[config.mk]
export PLATFORM = sky130hd
export DESIGN_NAME = fpu_issue_scheduler
export DESIGN_NICKNAME = d
export VERILOG_FILES = /design/src/rtl/fpu_issue_scheduler.sv
export SDC_FILE = /design/constraint.sdc
export NUM_CORES = 1
export LEC_CHECK = 0
export CAP_MARGIN = 20
export CORE_UTILIZATION = 30
export DETAILED_ROUTE_END_ITERATION = 8
export SYNTH_ARGS = -nofsm -noshare
export SYNTH_HDL_FRONTEND = slang
export SYNTH_SLANG_ARGS = --single-unit
[constraint.sdc]
create_clock -name ck -period 5.3 [get_ports ck]
set_input_delay 1.06 -clock ck [delete_from_list [all_inputs] [get_ports ck]]
set_output_delay 1.06 -clock ck [all_outputs]
set_load 0.02 [all_outputs]
[src/rtl/fpu_issue_scheduler.sv]
// Issue controller for the pipelined FPU model: valid/ready issue with a RAW/WAW busy
// scoreboard, an ID/rd shift register mirroring the model, and a back-pressured result port.
module fpu_issue_scheduler #(
  parameter int unsigned NUM_REGS        = 32,
  parameter int unsigned PIPELINE_STAGES = 4,
  parameter int unsigned X_ID_WIDTH      = 4,
  localparam int unsigned RW = $clog2(NUM_REGS),
  localparam int unsigned CW = $clog2(PIPELINE_STAGES + 1)
) (
  input  logic                  ck,
  input  logic                  rst,
  input  logic                  flush,
  input  logic                  issue_valid,
  output logic                  issue_ready,
  input  logic [X_ID_WIDTH-1:0] issue_id,
  input  logic [RW-1:0]         issue_rs1,
  input  logic [RW-1:0]         issue_rs2,
  input  logic [RW-1:0]         issue_rs3,
  input  logic [2:0]            issue_rs_used,
  input  logic [RW-1:0]         issue_rd,
  input  logic                  issue_wr_fpr,
  output logic                  fpu_enable,
  output logic [X_ID_WIDTH-1:0] fpu_id,
  output logic                  res_valid,
  input  logic                  res_ready,
  output logic [X_ID_WIDTH-1:0] res_id,
  output logic [RW-1:0]         res_rd,
  output logic                  res_wr_fpr,
  output logic [CW-1:0]         inflight,
  output logic [NUM_REGS-1:0]   sb_busy
);

  // Position 0 captures the accepted instruction; positions 1..PIPELINE_STAGES track the
  // model, so res_valid rises PIPELINE_STAGES edges after the accept edge.
  localparam int unsigned LAST = PIPELINE_STAGES;

  logic [LAST:0]         v_q, v_d;
  logic [LAST:0]         wr_q, wr_d;
  logic [X_ID_WIDTH-1:0] id_q [LAST+1];
  logic [X_ID_WIDTH-1:0] id_d [LAST+1];
  logic [RW-1:0]         rd_q [LAST+1];
  logic [RW-1:0]         rd_d [LAST+1];
  logic [NUM_REGS-1:0]   sb_q, sb_d;
  logic [CW-1:0]         inflight_q, inflight_d;
  logic                  stall, hazard, accept, res_hs;

  assign res_valid  = v_q[LAST];
  assign res_id     = id_q[LAST];
  assign res_rd     = rd_q[LAST];
  assign res_wr_fpr = wr_q[LAST];
  assign sb_busy    = sb_q;
  assign inflight   = inflight_q;
  assign fpu_id     = issue_id;
  assign fpu_enable = accept;

  always_comb begin
    stall  = v_q[LAST] & ~res_ready;
    res_hs = v_q[LAST] & res_ready;
    hazard = (issue_rs_used[0] & sb_q[issue_rs1])
           | (issue_rs_used[1] & sb_q[issue_rs2])
           | (issue_rs_used[2] & sb_q[issue_rs3])
           | (issue_wr_fpr & sb_q[issue_rd]);
    issue_ready = ~rst & ~flush & ~stall & ~hazard;
    accept      = issue_valid & issue_ready;
  end

  always_comb begin
    v_d  = v_q;
    wr_d = wr_q;
    id_d = id_q;
    rd_d = rd_q;
    if (!stall) begin
      v_d[0]  = accept;
      wr_d[0] = issue_wr_fpr;
      id_d[0] = issue_id;
      rd_d[0] = issue_rd;
      for (int unsigned i = 1; i <= LAST; i++) begin
        v_d[i]  = v_q[i-1];
        wr_d[i] = wr_q[i-1];
        id_d[i] = id_q[i-1];
        rd_d[i] = rd_q[i-1];
      end
    end
    if (flush) v_d = '0;
  end

  always_comb begin
    sb_d = sb_q;
    if (res_hs && wr_q[LAST]) sb_d[rd_q[LAST]] = 1'b0;
    if (accept && issue_wr_fpr) sb_d[issue_rd] = 1'b1;
    if (flush) sb_d = '0;

    inflight_d = inflight_q;
    if (accept && !res_hs)      inflight_d = inflight_q + CW'(1);
    else if (!accept && res_hs) inflight_d = inflight_q - CW'(1);
    if (flush) inflight_d = '0;
  end

  always_ff @(posedge ck) begin
    if (rst) begin
      v_q        <= '0;
      wr_q       <= '0;
      sb_q       <= '0;
      inflight_q <= '0;
      for (int unsigned i = 0; i <= LAST; i++) begin
        id_q[i] <= '0;
        rd_q[i] <= '0;
      end
    end else begin
      v_q        <= v_d;
      wr_q       <= wr_d;
      id_q       <= id_d;
      rd_q       <= rd_d;
      sb_q       <= sb_d;
      inflight_q <= inflight_d;
    end
  end

endmodule

==> results of run 1 <==
[stage by stage]
stage | util, % | power [mW] | instance area (um2) | setup slack, ns
6_report | 38.9 | 1.46 | 5920 | 0.190
5_1_grt | 38.9 | 1.52 | 5920 | 0.0469
4_1_cts | 38.8 | 1.48 | 5890 | 0.157
3_5_place_dp | 36.8 | 0.843 | 5600 | 0.162
3_3_place_gp | 36.8 | 0.841 | 5600 | 0.180
2_1_floorplan | - | 0.787 | 4680 | 0.824
[report_power, final]
group          internal [mW]  leakage (nW)  total, mW  switching, mW
combinational         0.0607          1.11      0.132         0.0711
sequential             0.689         0.731      0.696        0.00762
clock                  0.340         0.142      0.633          0.293
[state kept, by name, summed over array words and instances, names as in the netlist]
name,flops
res_id,4
wr_q,5
res_rd,5
id_q,16
sb_busy,32
v_q,5
inflight,3
rd_q,20
[placed cells by master, fill, tap and decap left out, types with 2 or more instances in the layout]
cell type          n
or3_1              5
mux2i_1           24
nor2b_1            2
xor2_1             2
o21ai_0            4
o211ai_1          16
mux4_2            27
buf_12             2
nor3_1             2
nand3_1           24
nand2_1          133
dfxtp_1           90
clkdlybuf4s50_1   83
nand3b_1           5
inv_1              4
inv_6              3
a21oi_1           55
nor2_1            14
mux2_2             5
o31ai_1           32
clkbuf_16          9
nand2b_1           2
buf_4             13
o311ai_0           2
or2_2              6
[repair_timing]
action	in CTS	in global routing
endpoints found under the setup margin	0	2
hold buffers	0	0
resized for setup	0	1
[worst min-delay path, stage by stage (launching register included)]
cell	delay (ns)
dfxtp_1	0.31
nand2_1	0.05
a21oi_1	0.05
[metal layers]
layer,vias up,part of all wire (%)
met1,2036,44
li1,1992,-
met2,171,47
met5,-,0
met4,0,2.1
met3,19,6.9
[kinds of logic (layout without fill, tap and decap cells)]
group / after synthesis / in the layout / synth area share [%]
XOR/XNOR: 2 / 2 / 0.375
adder cells (fa/ha/maj): 2 / 2 / 0.695
buffers and inverters: 58 / 119 / 6.23
AO/OA/AOI/OAI: 117 / 117 / 16.0
multiplexers: 56 / 56 / 19.3
flip-flops: 90 / 90 / 38.5
AND/OR/NAND/NOR: 202 / 202 / 18.8
[final timing paths]
| path | start | to | slack [ns] | depth (start not counted) |
|---|---|---|---|---|
| worst min-delay path | id_q[14] | id_q[14] | 0.45 | 2 |
| worst max register to register | sb_busy[19] | inflight[2] | 1.95 | 13 |
| worst max-delay path | issue_rd[1] | issue_ready | 0.19 | 10 |
| worst min register to register | id_q[14] | id_q[14] | 0.45 | 2 |
[final cells by class]
cell class,instances,share of cell area [%]
flip-flops and latches,90,30.5
clock inverters,6,0.909
multi-input cells,379,43.9
inverters,4,0.254
repair buffers,99,16.5
well taps,188,3.98
clock buffers,10,4.04
==> results by group, run 1 <==
Status
  – Status: finished, final reports clean

Global route
  – Grt peak-use layer: met2
  – Gr usage total: 17.1%
  – GRT met2 Usage: 27.2%
  – Vias in the first global route: 3,966
  – GR Overflow Total: 0
  – Grt met3 use: 4.39%
  – Initial antenna violation count: 0
  – Global-route wire length before repair: around 21,000 um
  – Met1 usage: 22.0%
  – Largest net degree at the start of global routing: 56

Floorplan
  – Ports: 85
  – Die Y-Extent: 127 um
  – Chip width: between 100 and 150 um
  – Core Region: 0.0152 mm2
  – Row count: 45
  – Die ar.: 0.0161 mm2
  – Starting Density: 30.8%

Job
  – Max-cap violations: 0

Logic synthesis
  – Synth area leaders: dfxtp_1 (39%), mux4_2 (13%), nand2_1 (11%)
  – Yosys top cell area share: just under 40%
  – Post-synth EDFFs: 0
  – Syn nets: 562
  – Count of cell types in the netlist: 42
  – Synth area leader: dfxtp_1
  – Ys flop type: dfxtp_1
  – Post-synth top cells: nand2_1 (133), dfxtp_1 (90), a21oi_1 (55), o31ai_1 (32)
  – Count leader, synth: nand2_1
  – Warnings, synthesis: 0
  – Synthesized area: 0.00468 mm2
  – FFs w/ async S/R, synth: 0%
  – Synth Instances: 527
  – Seq cells post-synth: 90
  – Syn_area_per_cell: between 8 and 9 um2
  – Sequential area share after synthesis: 38.5%

STA
  – Tmin final: 5.11 ns
  – Tcrit/Tclk final: between 90% and 100%
  – Worst-Margin Slew: between 0.5 and 0.6 ns
  – Final hold slack: 0.451 ns
  – Final setup TNS: 0 ns
  – Slew margin rel.: 61.9%
  – Final hold vios: 0
  – # setup viols final: 0
  – RSZ-0062 raised after global routing: false
  – Slew Limit Fails: 0
  – Layout Skew: 0.00912 ns
  – Max Freq: slightly below 0.2 GHz

Setup path
  – Critical Path RT: approximately 4.2 ns
  – CP Max Fanout: 19
  – Crit-path leading delay family: buffers and inverters
  – CP Launch Type: primary input
  – Buf/Inv on CP: 5
  – Critical Path Sink Type: output port
  – CP max stage cell: clkdlybuf4s50_1
  – Slowest stage delay, CP: 0.59 ns
  – Worst Setup Path Type: primary input to output port
  – WP data arrival: around 4 ns
  – Worst-path cell chain: clkdlybuf4s50_1 -> buf_12 -> mux4_2 -> mux2i_1 -> nor2_1 -> o32ai_1 -> o2111ai_2 -> buf_4 -> inv_1 -> clkdlybuf4s50_1
  – CP most frequent cell: clkdlybuf4s50_1

Cells and area
  – Nets: 618
  – Antenna Cells: 0
  – Multi-input gate area: 0.00260 mm2
  – Non-Filler Instances: slightly below 800
  – Fill cells: 1,503
  – Sequential standard cell area: 0.00180 mm2
  – Share of layout cells above drive strength 1: 13.1%
  – Area grow syn2layout: 26.5%

Routing
  – Post-Route WL: 13,600 um
  – Pre-antenna DRT Iters: 5
  – Routed Antenna Nets: 0
  – Vias/cell: 5.44
  – # DRC: 0
  – Per-cell routed wire length: 17.5 um
  – Total number of vias: 4,218
  – Iteration-0 DRC count of the detailed router: 331

Worst hold path
  – Worst hold-check path type: flip-flop to flip-flop

Clock tree
  – H-tree lvl count: 3
  – Clk buf depth: 2
  – CTS tree: built
  – Root Driver: clkbuf_16
  – # Post-CTS Setup Buffers: 0
  – Worst-path clk slew: approximately 0.060 ns
  – CTS buffer count: 9
  – Clk sinks: 90
  – Latest clock arrival within the worst-skew pair: 0.36 ns

Pwr
  – Leakage power: 1.98 nW
  – Maximum VDD drop: 0.149 mV
  – Power Density: 247 mW/mm2

Place
  – DP Wirelength: roughly 9700 um
  – Placed Cells: approximately 760
  – Buffers added on ports: 84
  – Routability cong.: 0.854
No activity file was read; power rests on OpenSTA's default activity.
==> inputs of run 2 (changes only) <==
CTS_BUF_LIST = sky130_fd_sc_hd__clkbuf_8 sky130_fd_sc_hd__clkbuf_16   (was default)
==> results of run 2 <==
The final DEF is identical to that of run 1; final timing and power are the same.
==> inputs of run 3 (changes only) <==
CORE_UTILIZATION = 53   (was 30)
PLACE_DENSITY = 0.81   (was default)
==> run 3 against run 2 <==
Net effect: clock power is 25% lower; power is 11% lower; critical path depth stayed put; utilization is 30 points higher; highest routed layer unchanged; clock skew is 0.0011 ns higher.
==> results by group, run 3 (synthesized netlist as in run 1, its figures left out) <==
Status
  – Status: finished, final reports clean (unchanged)

Clock tree
  – Root Driver: clkbuf_8 (was clkbuf_16)
  – PostCTS Resize Cnt: 0 (unchanged)
  – # hold bufs at CTS: 0 (unchanged)
  – Clk buf depth: 2 (unchanged)
  – CTS buffer count: 9 (unchanged)
  – H-tree lvl count: 3 (unchanged)
  – Latest clock arrival within the worst-skew pair: 0.36 ns (about the same)
  – Worst-path clk slew: 0.08 ns (was 0.06 ns)
  – # Post-CTS Setup Buffers: 0 (unchanged)
  – Clk sinks: 90 (unchanged)
  – CTS tree: built (unchanged)

STA
  – Worst-Margin Slew: 0.598 ns (was 0.567 ns)
  – # setup viols final: 0 (unchanged)
  – RSZ-0062 raised after global routing: false (unchanged)
  – Final WS setup: 0.198 ns (was 0.190 ns)
  – Final hold vios: 0 (unchanged)
  – Layout Skew: 0.0103 ns (was 0.00912 ns)
  – Final hold slack: 0.454 ns (was 0.451 ns)
  – Tcrit/Tclk final: 96.3% (was 96.4%)
  – Tmin final: 5.10 ns (was 5.11 ns)
  – Final setup TNS: 0 ns (unchanged)
  – Slew margin rel.: 59.8% (was 61.9%)
  – Slew Limit Fails: 0 (unchanged)
  – Max Freq: 0.196 GHz (about the same)

Routing
  – Vias/cell: 6.22 (was 5.44)
  – # DRC: 0 (unchanged)
  – Iteration-0 DRC count of the detailed router: 354 (was 331)
  – Max layer used: met4 (unchanged)
  – Per-cell routed wire length: 18.1 um (was 17.5 um)
  – M1 WL: 5060 um (was 5990 um)
  – DR WL met2: 5900 um (was 6400 um)
  – Routed Antenna Nets: 0 (unchanged)
  – Pre-antenna DRT Iters: 6 (was 5)
  – Met3 wire length: 1130 um (was 941 um)
  – Total number of vias: 4,325 (was 4,218)
  – Post-Route WL: 12,500 um (was 13,600 um)

Place
  – Routability cong.: 0.928 (was 0.854)
  – Buffers added on ports: 84 (unchanged)
  – DP Wirelength: 8970 um (was 9720 um)
  – DP Worst Slack: 0.178 ns (was 0.162 ns)
  – DP Area: 0.00551 mm2 (was 0.00560 mm2)

Cells and area
  – Commonest non-fill, non-tap cells in the layout: nand2_1 (133), dfxtp_1 (90), clkdlybuf4s50_1 (82), a21oi_1 (55), o31ai_1 (32) (was nand2_1 (133), dfxtp_1 (90), clkdlybuf4s50_1 (83), a21oi_1 (55), o31ai_1 (32))
  – Max reg flops: 32 (unchanged)
  – Nets: 620 (was 618)
  – Area grow syn2layout: 22.6% (was 26.5%)
  – Fill cells: 642 (was 1,503)
  – Share of layout cells above drive strength 1: 13.1% (about the same)
  – Antenna Cells: 0 (unchanged)
  – Cell area after layout: 0.00574 mm2 (was 0.00592 mm2)
  – Commonest non-fill, non-tap cell in the layout: nand2_1 (unchanged)

Floorplan
  – Die Y-Extent: 96.0 um (was 127 um)
  – Chip width: 96.0 um (was 127 um)
  – Ports: 85 (unchanged)
  – Starting Density: 55.8% (was 30.8%)
  – Core Region: 0.00838 mm2 (was 0.0152 mm2)
  – Row count: 33 (was 45)
  – Die ar.: 0.00921 mm2 (was 0.0161 mm2)

Global route
  – Global-route wire length before repair: 19,500 um (was 21,300 um)
  – Vias in the first global route: 4,054 (was 3,966)
  – Gr usage total: 27.9% (was 17.1%)
  – Initial antenna violation count: 0 (unchanged)
  – GR Overflow Total: 0 (unchanged)
  – Largest net degree at the start of global routing: 56 (unchanged)

Pwr
  – Power Density: 227 mW/mm2 (was 247 mW/mm2)
  – Maximum VDD drop: 0.214 mV (was 0.149 mV)
  – PnR Total Power: 1.30 mW (was 1.46 mW)
  – Leakage power: 1.97 nW (was 1.98 nW)

Worst hold path
  – Hold-critical path depth: 2 (unchanged)
  – Hold EP: rd_q[12] (was id_q[14])
  – Hold_sp: rd_q[12] (was id_q[14])
  – Worst hold-check path type: flip-flop to flip-flop (unchanged)

Setup path
  – WP data arrival: 4.04 ns (was 4.05 ns)
  – CP Max Fanout: 5 (was 19)
  – FF-to-FF path depth: 13 (unchanged)
  – Reg2reg end: inflight[2] (unchanged)
  – Critical Path RT: 4.24 ns (about the same)
  – CP startpoint: issue_rs1[0] (was issue_rd[1])
  – CP Launch Type: primary input (unchanged)
  – Reg2Reg Setup Slack: 2.01 ns (was 1.95 ns)
  – Worst Setup Path Type: primary input to output port (unchanged)
  – Critical Path Sink Type: output port (unchanged)
  – Reg-to-Reg Start: sb_busy[11] (was sb_busy[19])

Job
  – Max-cap violations: 0 (unchanged)
run 3: changes by cell type in the layout (fill, tap and decap cells not counted), moves of 2 or more:
cell and change:
clkbuf_16 -9, clkbuf_8 +9, buf_4 +2, inv_6 -2
run 3: how the worst max path moves through the flow:
stage | end | slack (ns) | depth (start not counted)
2_1_floorplan | inflight[2] | 0.82 | 15
3_3_place_gp | issue_ready | 0.26 | 11
3_5_place_dp | issue_ready | 0.18 | 11
4_1_cts | issue_ready | 0.16 | 11
5_1_grt | fpu_enable | 0.04 | 10
6_report | fpu_enable | 0.20 | 10
run 3: per-stage QoR:
stage	util (%)	std cells
CTS	68.2	694
finish	68.4	695
floorplan	-	527
global route	68.4	695
global placement	65.8	678
detailed placement	65.8	678
run 3: per-layer routing:
layer  up-vias  GRT usage, %
li1       1995             -
met1      2017          35.0
met2       264          45.6
met3        49          6.00
met4         0          13.3
met5         -             0
run 3: cell type report:
type	instances	area [um2]	share of cell area [%]
flip-flops and latches	90	1800	31.4
multi-input cells	379	2590	45.2
clock inverters	6	65.1	1.13
repair buffers	101	991	17.3
inverters	4	15.0	0.262
clock buffers	10	138	2.40
well taps	105	131	2.29
run 3: report_power, final:
part	internal [mW]	switching (mW)
Combinational	0.0612	0.0700
Clock	0.232	0.241
Sequential	0.688	0.00757
Total	0.981	0.319
run 3: critical path: stages:
cell and delay (ns):
clkdlybuf4s50_1 0.57, buf_4 0.20, mux4_2 0.50, mux2i_1 0.16
mux2i_1 0.11, mux2_2 0.29, a22oi_2 0.16, o2111ai_2 0.19
nor2_1 0.18, clkdlybuf4s50_1 0.63
